### src/rtl/lfsr_pkg.sv
// lfsr_pkg: maximal-length Galois feedback masks (right-shift form) and the
// arbiter state type shared by the LFSR arbiter block.
package lfsr_pkg;

  // Bit k set means tap x^(k+1). State shifts right and the mask is applied
  // when the bit shifted out is 1.
  localparam logic [3:0]  POLY_MAX_4  = 4'hC;     // x^4+x^3+1
  localparam logic [7:0]  POLY_MAX_8  = 8'hB8;    // x^8+x^6+x^5+x^4+1
  localparam logic [15:0] POLY_MAX_16 = 16'hB400; // x^16+x^14+x^13+x^11+1

  typedef enum logic [0:0] {
    IDLE   = 1'b0,
    LOCKED = 1'b1
  } arb_state_t;

endpackage

### src/rtl/lfsr_galois.sv
// lfsr_galois: combinational Galois LFSR step. The caller owns the state
// register; this block only computes the successor state and the output word
// taken from the current state.
module lfsr_galois
  import lfsr_pkg::*;
#(
  parameter int                DEGREE       = 16,
  parameter logic [DEGREE-1:0] POLYNOMIAL   = DEGREE'(POLY_MAX_16),
  parameter int                OUTPUT_WIDTH = 8
) (
  input  logic [DEGREE-1:0]       state,
  output logic [DEGREE-1:0]       next_state,
  output logic [OUTPUT_WIDTH-1:0] data
);

  assign next_state = (state >> 1) ^ (state[0] ? POLYNOMIAL : '0);

  // Output word is the low end of the current state; zero-extended when the
  // requested word is wider than the register.
  generate
    if (OUTPUT_WIDTH <= DEGREE) begin : g_narrow
      assign data = state[OUTPUT_WIDTH-1:0];
    end else begin : g_wide
      assign data = {{(OUTPUT_WIDTH-DEGREE){1'b0}}, state};
    end
  endgenerate

endmodule

### src/rtl/axi4s_lfsr_arb.sv
// axi4s_lfsr_arb: N_SRC AXI4-Stream requesters share one LFSR core with
// packet-granular round-robin arbitration. Each packet restarts the LFSR at
// SEED. One output register stage, one-cycle latency, full throughput inside
// a packet and a one-cycle arbitration bubble between packets.
//
// Build option: define AXI4S_LFSR_ARB_SCRAMBLE_EN to XOR the LFSR word onto the
// source payload (scrambler). Without it the block is a generator and the
// source payload is ignored; handshaking is identical in both builds.
module axi4s_lfsr_arb
  import lfsr_pkg::*;
#(
  parameter int                     N_SRC       = 4,
  parameter int                     TDATA_WIDTH = 8,
  parameter int                     POLY_DEGREE = 16,
  parameter logic [POLY_DEGREE-1:0] POLYNOMIAL  = POLY_DEGREE'(POLY_MAX_16),
  parameter logic [POLY_DEGREE-1:0] SEED        = POLY_DEGREE'(1),
  localparam int                    IDW         = (N_SRC > 1) ? $clog2(N_SRC) : 1
) (
  input  logic                         aclk,
  input  logic                         aresetn,
  input  logic [N_SRC-1:0]             target_tvalid,
  output logic [N_SRC-1:0]             target_tready,
  input  logic [N_SRC-1:0]             target_tlast,
  input  logic [N_SRC*TDATA_WIDTH-1:0] target_tdata,
  output logic                         initiator_tvalid,
  input  logic                         initiator_tready,
  output logic                         initiator_tlast,
  output logic [TDATA_WIDTH-1:0]       initiator_tdata,
  output logic [IDW-1:0]               initiator_tid
);

  arb_state_t             state_q;
  logic [IDW-1:0]         grant_q;
  logic [IDW-1:0]         last_grant_q;
  logic [POLY_DEGREE-1:0] lfsr_q;
  logic [POLY_DEGREE-1:0] lfsr_next;
  logic [TDATA_WIDTH-1:0] lfsr_data;

  logic                   out_valid_q;
  logic                   out_last_q;
  logic [TDATA_WIDTH-1:0] out_data_q;
  logic [TDATA_WIDTH-1:0] out_data_d;
  logic [IDW-1:0]         out_tid_q;

  logic                   can_accept;
  logic                   accept;
  logic                   src_valid;
  logic                   src_last;
  logic [TDATA_WIDTH-1:0] src_data;
  logic                   rr_found;
  logic [IDW-1:0]         rr_sel;

  lfsr_galois #(
    .DEGREE       (POLY_DEGREE),
    .POLYNOMIAL   (POLYNOMIAL),
    .OUTPUT_WIDTH (TDATA_WIDTH)
  ) u_lfsr (
    .state      (lfsr_q),
    .next_state (lfsr_next),
    .data       (lfsr_data)
  );

  // The output register can take a new beat when empty or draining this cycle.
  assign can_accept = !out_valid_q || initiator_tready;
  assign accept     = (state_q == LOCKED) && src_valid && can_accept;

  // Select the granted source's handshake and payload.
  always_comb begin
    src_valid = 1'b0;
    src_last  = 1'b0;
    src_data  = '0;
    for (int i = 0; i < N_SRC; i++) begin
      if (grant_q == IDW'(i)) begin
        src_valid = target_tvalid[i];
        src_last  = target_tlast[i];
        src_data  = target_tdata[i*TDATA_WIDTH +: TDATA_WIDTH];
      end
    end
  end

  // Round-robin search: first valid source at or after last_grant+1, wrapping.
  always_comb begin
    rr_found = 1'b0;
    rr_sel   = last_grant_q;
    for (int k = 1; k <= N_SRC; k++) begin
      if (!rr_found && target_tvalid[(int'(last_grant_q) + k) % N_SRC]) begin
        rr_found = 1'b1;
        rr_sel   = IDW'((int'(last_grant_q) + k) % N_SRC);
      end
    end
  end

  // Only the locked source ever sees tready; everything is quiet in reset.
  always_comb begin
    target_tready = '0;
    for (int i = 0; i < N_SRC; i++) begin
      if (aresetn && (state_q == LOCKED) && can_accept && (grant_q == IDW'(i))) begin
        target_tready[i] = 1'b1;
      end
    end
  end

`ifdef AXI4S_LFSR_ARB_SCRAMBLE_EN
  assign out_data_d = src_data ^ lfsr_data;
`else
  logic unused_src_data;
  assign unused_src_data = ^src_data;
  assign out_data_d      = lfsr_data;
`endif

  // Arbitration FSM, LFSR state and output register.
  always_ff @(posedge aclk) begin
    if (!aresetn) begin
      state_q      <= IDLE;
      grant_q      <= '0;
      last_grant_q <= IDW'(N_SRC - 1);
      lfsr_q       <= SEED;
      out_valid_q  <= 1'b0;
      out_last_q   <= 1'b0;
      out_data_q   <= '0;
      out_tid_q    <= '0;
    end else begin
      if (out_valid_q && initiator_tready) begin
        out_valid_q <= 1'b0;
      end
      case (state_q)
        IDLE: begin
          if (rr_found) begin
            grant_q <= rr_sel;
            lfsr_q  <= SEED;
            state_q <= LOCKED;
          end
        end
        LOCKED: begin
          if (accept) begin
            out_valid_q <= 1'b1;
            out_data_q  <= out_data_d;
            out_last_q  <= src_last;
            out_tid_q   <= grant_q;
            lfsr_q      <= lfsr_next;
            if (src_last) begin
              state_q      <= IDLE;
              last_grant_q <= grant_q;
            end
          end
        end
        default: state_q <= IDLE;
      endcase
    end
  end

  assign initiator_tvalid = out_valid_q;
  assign initiator_tlast  = out_last_q;
  assign initiator_tdata  = out_data_q;
  assign initiator_tid    = out_tid_q;

endmodule

### config.mk
export PLATFORM = sky130hd
export DESIGN_NAME = axi4s_lfsr_arb
export DESIGN_NICKNAME = d
export VERILOG_FILES = /design/src/rtl/lfsr_pkg.sv /design/src/rtl/lfsr_galois.sv /design/src/rtl/axi4s_lfsr_arb.sv
export SDC_FILE = /design/constraint.sdc
export NUM_CORES = 1
export LEC_CHECK = 0
export CAP_MARGIN = 20
export CORE_ASPECT_RATIO = 1.1
export CORE_UTILIZATION = 42
export DETAILED_ROUTE_END_ITERATION = 16
export HOLD_SLACK_MARGIN = 0.08
export PLACE_DENSITY = 0.76
export REMOVE_ABC_BUFFERS = 1
export SLEW_MARGIN = 10
export SYNTH_ARGS = -nofsm -noshare
export SYNTH_HDL_FRONTEND = slang
export SYNTH_HIERARCHICAL = 1
export SYNTH_SLANG_ARGS = --single-unit
### constraint.sdc
create_clock -name aclk -period 2.2 [get_ports aclk]
set_clock_uncertainty 0.15 [all_clocks]
set_input_delay 0.33 -clock aclk [delete_from_list [all_inputs] [get_ports aclk]]
set_output_delay 0.33 -clock aclk [all_outputs]
set_load 0.02 [all_outputs]
== Yosys cells after proc, flatten, opt, wreduce, memory -nomap -nowiden ==
Cells that the tools add are included.

* Logic and storage cells: 96
* Output and inout port bits: 16
* Register bits after elaboration: 33
* Input port bits: 43

* Reduce and logical (&&, ||, !) cells: 26
* Equal/unequal tests: 5
* Bitwise operators: 6
* Mux-type cells: 43
* Order comparisons: 4
* Add/sub/neg operators: 4

{| class="wikitable"
|+ Operator list
! cell !! number
|-
| 16-bit 2-to-1 mux || 3
|-
| 16-bit case mux with 2 select lines || 1
|-
| 1-bit 2-to-1 mux || 30
|-
| 3-bit by 4-bit < comparator with 1-bit output, second input constant || 4
|-
| 15-bit by 16-bit XOR with 16-bit output || 1
|-
| 1-bit logical AND || 12
|-
| 1-bit binary-select mux with 2-bit select || 4
|-
| 2-bit 2-to-1 mux || 4
|-
| 2-bit OR reduction || 4
|-
| 2-bit AND reduction || 3
|-
| 2-bit by 1-bit adder with 2-bit output, second input constant || 2
|-
| 2-bit adder, second input constant || 2
|-
| 1-bit AND, first input constant || 4
|-
| 2-bit equality test, second input constant || 2
|-
| 1-bit zero test || 4
|-
| 3-bit AND reduction || 1
|-
| 2-bit by 1-bit equality test with 1-bit output, second input constant || 1
|-
| 2-bit zero test || 1
|-
| 2-bit by 1-bit inequality test with 1-bit output, second input constant || 1
|-
| 2-bit inequality test, second input constant || 1
|-
| 1-bit case mux with 2 select lines || 1
|-
| 1-bit logical OR || 1
|-
| 1-bit inverter || 1
|}

== Longest topological paths before layout ==
Gate-level depths: netlist of run 1.

* Depth in word-level cells: 18
* Depth in mapped cells: 6

== Cells and area by module ==
The synthesis of run 1 kept the hierarchy.

{| class="wikitable"
|+ Modules (own cells, without submodules)
! module !! cells each !! area each (um^2) !! sequential area each (um^2) !! instances
|-
| axi4s_lfsr_arb || 172 || 1445.1 || 660.6 || 1
|-
| lfsr_galois || 24 || 183.9 || 0.0 || 1
|}

== Worst setup path before layout of run 1 ==
Ideal clock, no wire load.

* Path kind: reg-to-output
* Start point: register out_valid_q (netlist: initiator_tvalid)
* End point: output port target_tready[2]
* Cell stages (with the launch flop): 5
* Slack: 0.347 ns
* Arrival: 1.373 ns
* Data required time: 1.720 ns
* Cells stage by stage: dfxtp_1 > nor2b_1 > nor2_1 > nand2_1 > nor3b_1

* Longest elaborated chain between the ends: 5

{| class="wikitable"
|+ RTL lines
! element !! line !! source
|-
| from (decl) || axi4s_lfsr_arb.sv:39 || <nowiki>logic out_valid_q;</nowiki>
|-
| from (signal assigned) || axi4s_lfsr_arb.sv:118 || <nowiki>out_valid_q <= 1'b0;</nowiki>
|-
| from (signal assigned) || axi4s_lfsr_arb.sv:124 || <nowiki>out_valid_q <= 1'b0;</nowiki>
|-
| from (signal assigned) || axi4s_lfsr_arb.sv:136 || <nowiki>out_valid_q <= 1'b1;</nowiki>
|-
| 1-bit zero test || axi4s_lfsr_arb.sv:64 || <nowiki>assign can_accept = !out_valid_q || initiator_tready;</nowiki>
|-
| 1-bit logical OR || axi4s_lfsr_arb.sv:64 ||
|-
| 1-bit logical AND (2 in series) || axi4s_lfsr_arb.sv:97 || <nowiki>if (aresetn && (state_q == LOCKED) && can_accept && (grant_q == IDW'(i))) begin</nowiki>
|-
| 1-bit 2-to-1 mux || axi4s_lfsr_arb.sv:97 ||
|-
| to (decl) || axi4s_lfsr_arb.sv:22 || <nowiki>output logic [N_SRC-1:0] target_tready,</nowiki>
|}

No other way between the ends.

== Worst setup path in the final report of run 1 ==
* Start point: input port initiator_tready
* End point: output port target_tready[0]

* Longest elaborated chain between the ends: 4

{| class="wikitable"
|+ RTL lines
! element !! line !! source
|-
| from (decl) || axi4s_lfsr_arb.sv:26 || <nowiki>input logic initiator_tready,</nowiki>
|-
| 1-bit logical OR || axi4s_lfsr_arb.sv:64 ||
|-
| 1-bit logical AND (2 in series) || axi4s_lfsr_arb.sv:97 ||
|-
| 1-bit 2-to-1 mux || axi4s_lfsr_arb.sv:97 ||
|}

No other way between the ends.

==> flow_summary.toml, run 1 <==
[power]
p_int_mw = 0.940
comb_power_share_pct = 16.9
ir_drop_v = 0.000297
seqPwrFrac_pct = 49.7
p_sw_mw = 0.358
switching_share_pct = 27.6
power.density_nw_per_um2 = 686
p_leak_nw = 0.679
pwr-share-clk_pct = 33.4

[place]
post_dp_cell_area_um2 = 1820
dp_cells = 251
place.gp.congestion = 0.822
port_buffers = 26
hpwl_um = 2080

[critical_path]
crit_fanout = 3
cp_top_family = "buffers and inverters"
crit_buf_inv = 2
required_ns = 1.72
slowest_delay_ns = 0.47
crit_slowest_cell = "clkdlybuf4s50_1"
end_kind = "output port"
critical_path_class = "in2out"
worstSetupStartpointType = "input port"
cp_data_arrival_time_ns = 1.62
crit_chain = "clkdlybuf4s50_1, nor2b_1, nor2_1, nand2_1, nor3_1, dlygate4sd2_1"

[status]
outcome = "complete, no violations"

[routing]
via_per_inst = 5.06
firstDrtPassIters = 4
wl_um = 3070
drtIter0Drc = 109
ant_nets = 0
vias = 1311
wire_per_inst_um = 11.9
drc = 0

[floorplanning]
fp.dieW_um = 61.4
core-area_um2 = 3680
fp.dieH_um = 67.3
start_util_pct = 44.2
row_count = 23
design.portCount = 59
die-area_um2 = 4130

[cells_and_area]
fin_area_um2 = 1890
fin_util_pct = 51.3
layout_common_cells = "nand2_1, dfxtp_1, a21oi_1"
nets = 251
fillers = 387
area_growth_pct = 16.1
instances_no_fill = 259
antenna_cells = 0
final_common_cell = "nand2_1"
drive_above_1_share_pct = 14.4

[sta]
max_freq_mhz = 475
grt_setup_unrepaired = "false"
hold_slack_ns = 0.303
relSlewSlack_pct = 69.4
post-route-period-util_pct = 95.6
hold_viol = 0
tightest_slew_ns = 0.459
slew_violations = 0
layout_min_cycle_time_ns = 2.10
finalSetupViolations = 0

[global_route]
grt_pass1_vias = 1200
track_usage_pct = 17.2
gr-total-overflow = 0
antenna_found_initial = 0
grt_pass1_wl_um = 5220
grt_max_degree = 27

[clock_tree]
clock-sinks = 33
hold_buffers = 0
cts_buffer_depth = 2
cts_inserted_buffers = 5
tritoncts = "done"
insertion_delay_ns = 0.28
cts-root-buf = "clkbuf_8"
clk_pin_slew_ns = 0.07
htree_levels = 2

[synth]
synth_cells = 196
ys_warn_count = 6
synth_area_um2 = 1630
postSynthAreaPerCell_um2 = 8.31
yosysSeqAreaShare_pct = 40.6
ys_ff_latch = 33
synth_cell_types = 39

[min_path]
min_path_type = "reg2reg"

[job]
cap_violations = 0
==> cells in the mapped netlist <==
| master | instances | area share, % |
|---|---|---|
| o21ai_1 | 2 | 0.61 |
| dfxtp_1 | 33 | 41 |
| and3_4 | 1 | 0.69 |
| a31o_2 | 1 | 0.54 |
| a211oi_1 | 1 | 0.46 |
| nand2b_1 | 2 | 0.77 |
| nand2_1 | 37 | 8.5 |
| nor3b_1 | 2 | 0.92 |
| and2_0 | 1 | 0.38 |
| buf_6 | 5 | 3.5 |
| clkbuf_1 | 4 | 0.92 |
| o221a_2 | 1 | 0.69 |
| a21oi_1 | 28 | 8.6 |
| nand3_2 | 1 | 0.61 |
| nor2b_1 | 1 | 0.38 |
| nand3_1 | 15 | 4.6 |
| a31oi_1 | 2 | 0.77 |
| mux2_2 | 1 | 0.69 |
| nor3_2 | 1 | 0.61 |
| o21ai_0 | 3 | 0.92 |
| xor2_1 | 3 | 1.6 |
| o221ai_1 | 1 | 0.54 |
| o31ai_1 | 1 | 0.46 |
| and4_1 | 1 | 0.54 |
| mux4_2 | 1 | 1.4 |
| inv_1 | 4 | 0.92 |
| buf_4 | 22 | 10 |
| nor4_1 | 1 | 0.38 |
| mux2i_1 | 4 | 2.5 |
| nor2_1 | 4 | 0.92 |
| nor3_1 | 3 | 0.92 |
| o21a_1 | 1 | 0.46 |
| clkbuf_2 | 1 | 0.31 |
| a2bb2oi_1 | 1 | 0.54 |
| or2_2 | 1 | 0.38 |
| nor4_2 | 1 | 0.77 |
| o22ai_1 | 2 | 0.77 |
| buf_2 | 1 | 0.31 |
| a21boi_0 | 1 | 0.46 |
==> flip-flops by register name (all words and copies together), names as in the netlist <==
signal	count
grant_q	2
initiator_tdata	8
initiator_tid	2
initiator_tlast	1
initiator_tvalid	1
last_grant_q	2
lfsr_q	16
state_q	1
==> layout make-up <==
type                            count  area [µm²]  area share [%]
Clock inverter                      2        10.0           0.529
Multi-Input combinational cell    126         707            37.4
Clock buffer                        6        72.6            3.84
Tap cell                           50        62.6            3.31
Sequential cell                    33         661            34.9
Inverter                            4        15.0           0.794
Timing Repair Buffer               38         363            19.2
==> worst paths after layout <==
kind,cells past startpoint,slack [ns],startpoint,endpoint
worst min-delay path,2,0.30,lfsr_q[8],lfsr_q[7]
worst max register to register,4,0.15,grant_q[0],last_grant_q[1]
worst max-delay path,6,0.1,initiator_tready,target_tready[0]
worst min register to register,2,0.30,lfsr_q[8],lfsr_q[7]
==> kinds of logic (layout without fill, tap and decap cells) <==
| logic type | Yosys count | count (layout) | share of synthesized area [%] |
|---|---|---|---|
| buf+inv | 37 | 50 | 16.1 |
| simple gates | 72 | 72 | 21.4 |
| compound gates | 45 | 45 | 15.8 |
| flops | 33 | 33 | 40.6 |
| xor+xnor | 3 | 3 | 1.61 |
| mux | 6 | 6 | 4.53 |
==> worst register-to-register path: stages (launching register included) <==
cell     delay, ns
dfxtp_1       0.55
mux4_2        0.62
and3_4        0.31
a31oi_1       0.21
o21ai_1       0.10
==> metrics by stage <==
| step | total power, mW | setup TNS, ns | setup slack, ns |
|---|---|---|---|
| CTS | 1.31 | 0 | 0.0268 |
| global route | 1.36 | 0 | 0.0146 |
| global placement | 0.874 | -0.810 | -0.255 |
| floorplan | 0.773 | 0 | 0.347 |
| detailed placement | 0.878 | -0.824 | -0.262 |
| finish | 1.30 | 0 | 0.0959 |
==> routing by layer <==
metal | GRT usage (%) | wire length [µm] | vias to the layer above
met5 | 0 | 0 | -
met4 | 5.83 | 18 | 0
met3 | 6.32 | 127 | 2
met2 | 26.1 | 1440 | 34
met1 | 22.4 | 1490 | 600
li1 | - | - | 675
==> timing repair <==
item	in CTS	in global routing
buffers inserted	0	0
endpoints found under the setup margin	4	2
gates resized for setup	4	6
==> power by group through the flow <==
stage	sequential [mW]	clock, mW	combinational (mW)
global route	0.648	0.478	0.238
CTS	0.644	0.444	0.219
finish	0.644	0.434	0.219
floorplan	0.662	0	0.111
global placement	0.657	0	0.217
detailed placement	0.658	0	0.220
Note: power is estimated with default switching activity, not from simulation.
==> run 2, diff against run 1 <==
==> constraint.sdc (replaced) <==
create_clock -name aclk -period 2.2 [get_ports aclk]
set_clock_uncertainty 0.15 [all_clocks]
set_input_delay 0.33 -clock aclk [delete_from_list [all_inputs] [get_ports aclk]]
set_output_delay 0.33 -clock aclk [all_outputs]
set_load 0.05 [all_outputs]
==> run 2 against run 1 <==
Net effect: global-route usage up 1.1 points; design area is 4.8% higher; flip-flop and latch count did not move; maximum frequency up 4.1%; utilization increased by 2.4 points; critical endpoint is now target_tready[2]; cell count grew 1.5%; critical path type is now reg2out; largest cell class unchanged; non-clock buffer count is 4 higher; clock-buffer cell count is 1 lower.
==> flow_summary.toml, run 2 (same netlist as run 1, synthesis figures left out) <==
[critical_path]
rr_startpoint = "grant_q[0]"
crit_fanout = 7
worstSetupStartpointType = "register"
critical_path_class = "reg2out"
cp_data_arrival_time_ns = 1.54
r2r-end = "last_grant_q[1]"
end_kind = "output port"
r2r_cells = 4
required_ns = 1.72
r2r_setup_slack_ns = 0.42

[routing]
drc = 0
drtIter0Drc = 77
wire_per_inst_um = 11.9
ant_nets = 0
vias = 1286
wl_um = 3140
via_per_inst = 4.89
firstDrtPassIters = 4

[place]
hpwl_um = 2180
dp_cells = 255
port_buffers = 26
place.gp.congestion = 0.917

[global_route]
grt_pass1_wl_um = 5400
gr-total-overflow = 0
grt_pass1_vias = 1220
antenna_found_initial = 0
grt_max_degree = 27
track_usage_pct = 18.2

[floorplanning]
row_count = 23
fp.dieH_um = 67.3
core-area_um2 = 3680
start_util_pct = 44.2
design.portCount = 59
fp.dieW_um = 61.4
die-area_um2 = 4130

[cells_and_area]
fin_util_pct = 53.8
top_register = "lfsr_q"
fillers = 367
final_common_cell = "nand2_1"
nets = 255
instances_no_fill = 263
antenna_cells = 0
seqCellArea_um2 = 662
area_growth_pct = 21.6
drive_above_1_share_pct = 18.3
layout_common_cells = "nand2_1, dfxtp_1, a21oi_1"
multi_input_area_um2 = 709
largest_reg_flops = 16

[sta]
max_freq_mhz = 495
tightest_slew_ns = 0.502
slew_violations = 0
grt_setup_unrepaired = "false"
finalSetupViolations = 0
layout_min_cycle_time_ns = 2.02
relSlewSlack_pct = 66.4
post-route-period-util_pct = 91.9
hold_viol = 0

[clock_tree]
htree_levels = 2
insertion_delay_ns = 0.29
clock-sinks = 33
cts-root-buf = "clkbuf_8"
clk_pin_slew_ns = 0.07
cts_inserted_buffers = 5
tritoncts = "done"
hold_buffers = 0
cts_buffer_depth = 2

[power]
ir_drop_v = 0.000359
power.density_nw_per_um2 = 680
p_leak_nw = 0.708

[status]
outcome = "complete, no violations"

[min_path]
hold_start = "initiator_tdata[6]"
min_path_type = "reg2reg"
holdPathStages = 2
min_to = "initiator_tdata[6]"

[job]
cap_violations = 0
==> run 2: timing repair <==
| item | CTS | global route |
|---|---|---|
| setup endpoints to repair | 0 | 4 |
| buffers inserted | 0 | 0 |
| gates resized for setup | 0 | 2 |
==> run 2: layout make-up <==
type                            instances  area share (%)
Sequential cell                        33            33.4
Timing Repair Buffer                   42            22.5
Multi-Input combinational cell        126            35.8
Clock buffer                            5            3.47
Inverter                                4           0.758
Tap cell                               50            3.16
Clock inverter                          3           0.884
==> run 2: worst max-delay path, stage by stage, from the launching register on <==
cell and delay, ns:
dfxtp_2 0.40, inv_1 0.14, nor2_2 0.15, nand2_1 0.09, nor3b_1 0.20, buf_4 0.15
buf_12 0.12
==> run 2: worst max path at each step <==
| stage | startpoint | depth (start not counted) | slack (ns) | to |
|---|---|---|---|---|
| after floorplan | initiator_tvalid | 4 | -0.44 | target_tready[2] |
| after detailed placement | target_tvalid[3] | 5 | 0.07 | last_grant_q[1] |
| after global routing | state_q | 6 | 0.03 | target_tready[1] |
| after global placement | target_tvalid[3] | 5 | 0.07 | last_grant_q[1] |
| final | state_q | 6 | 0.18 | target_tready[2] |
| after CTS | state_q | 6 | 0.02 | target_tready[2] |
==> run 2: metal layers <==
layer	share of wire [%]	global-route usage [%]	wire length (µm)	vias up
met3	4.5	7.09	140	6
met5	0	0	0	-
li1	-	-	-	682
met2	44	27.6	1400	34
met1	48	22.2	1520	564
met4	2.8	9.44	87	0
==> run 2: where the power goes <==
group          total, mW  internal [mW]  switching [mW]
clock              0.445          0.218           0.227
combinational      0.264          0.116           0.148
sequential         0.639          0.621          0.0178
==> run 2: stage by stage <==
stage / TNS (ns) / hold slack [ns] / instance area, µm² / power (mW) / setup slack [ns]
floorplan: -1.19 / 0.260 / 1380 / 0.793 / -0.443
global placement: 0 / 0.289 / 1890 / 0.912 / 0.0677
detailed placement: 0 / 0.296 / 1890 / 0.915 / 0.0713
CTS: 0 / 0.306 / 1980 / 1.36 / 0.0203
global route: 0 / 0.323 / 1980 / 1.42 / 0.0274
finish: 0 / 0.302 / 1980 / 1.35 / 0.178
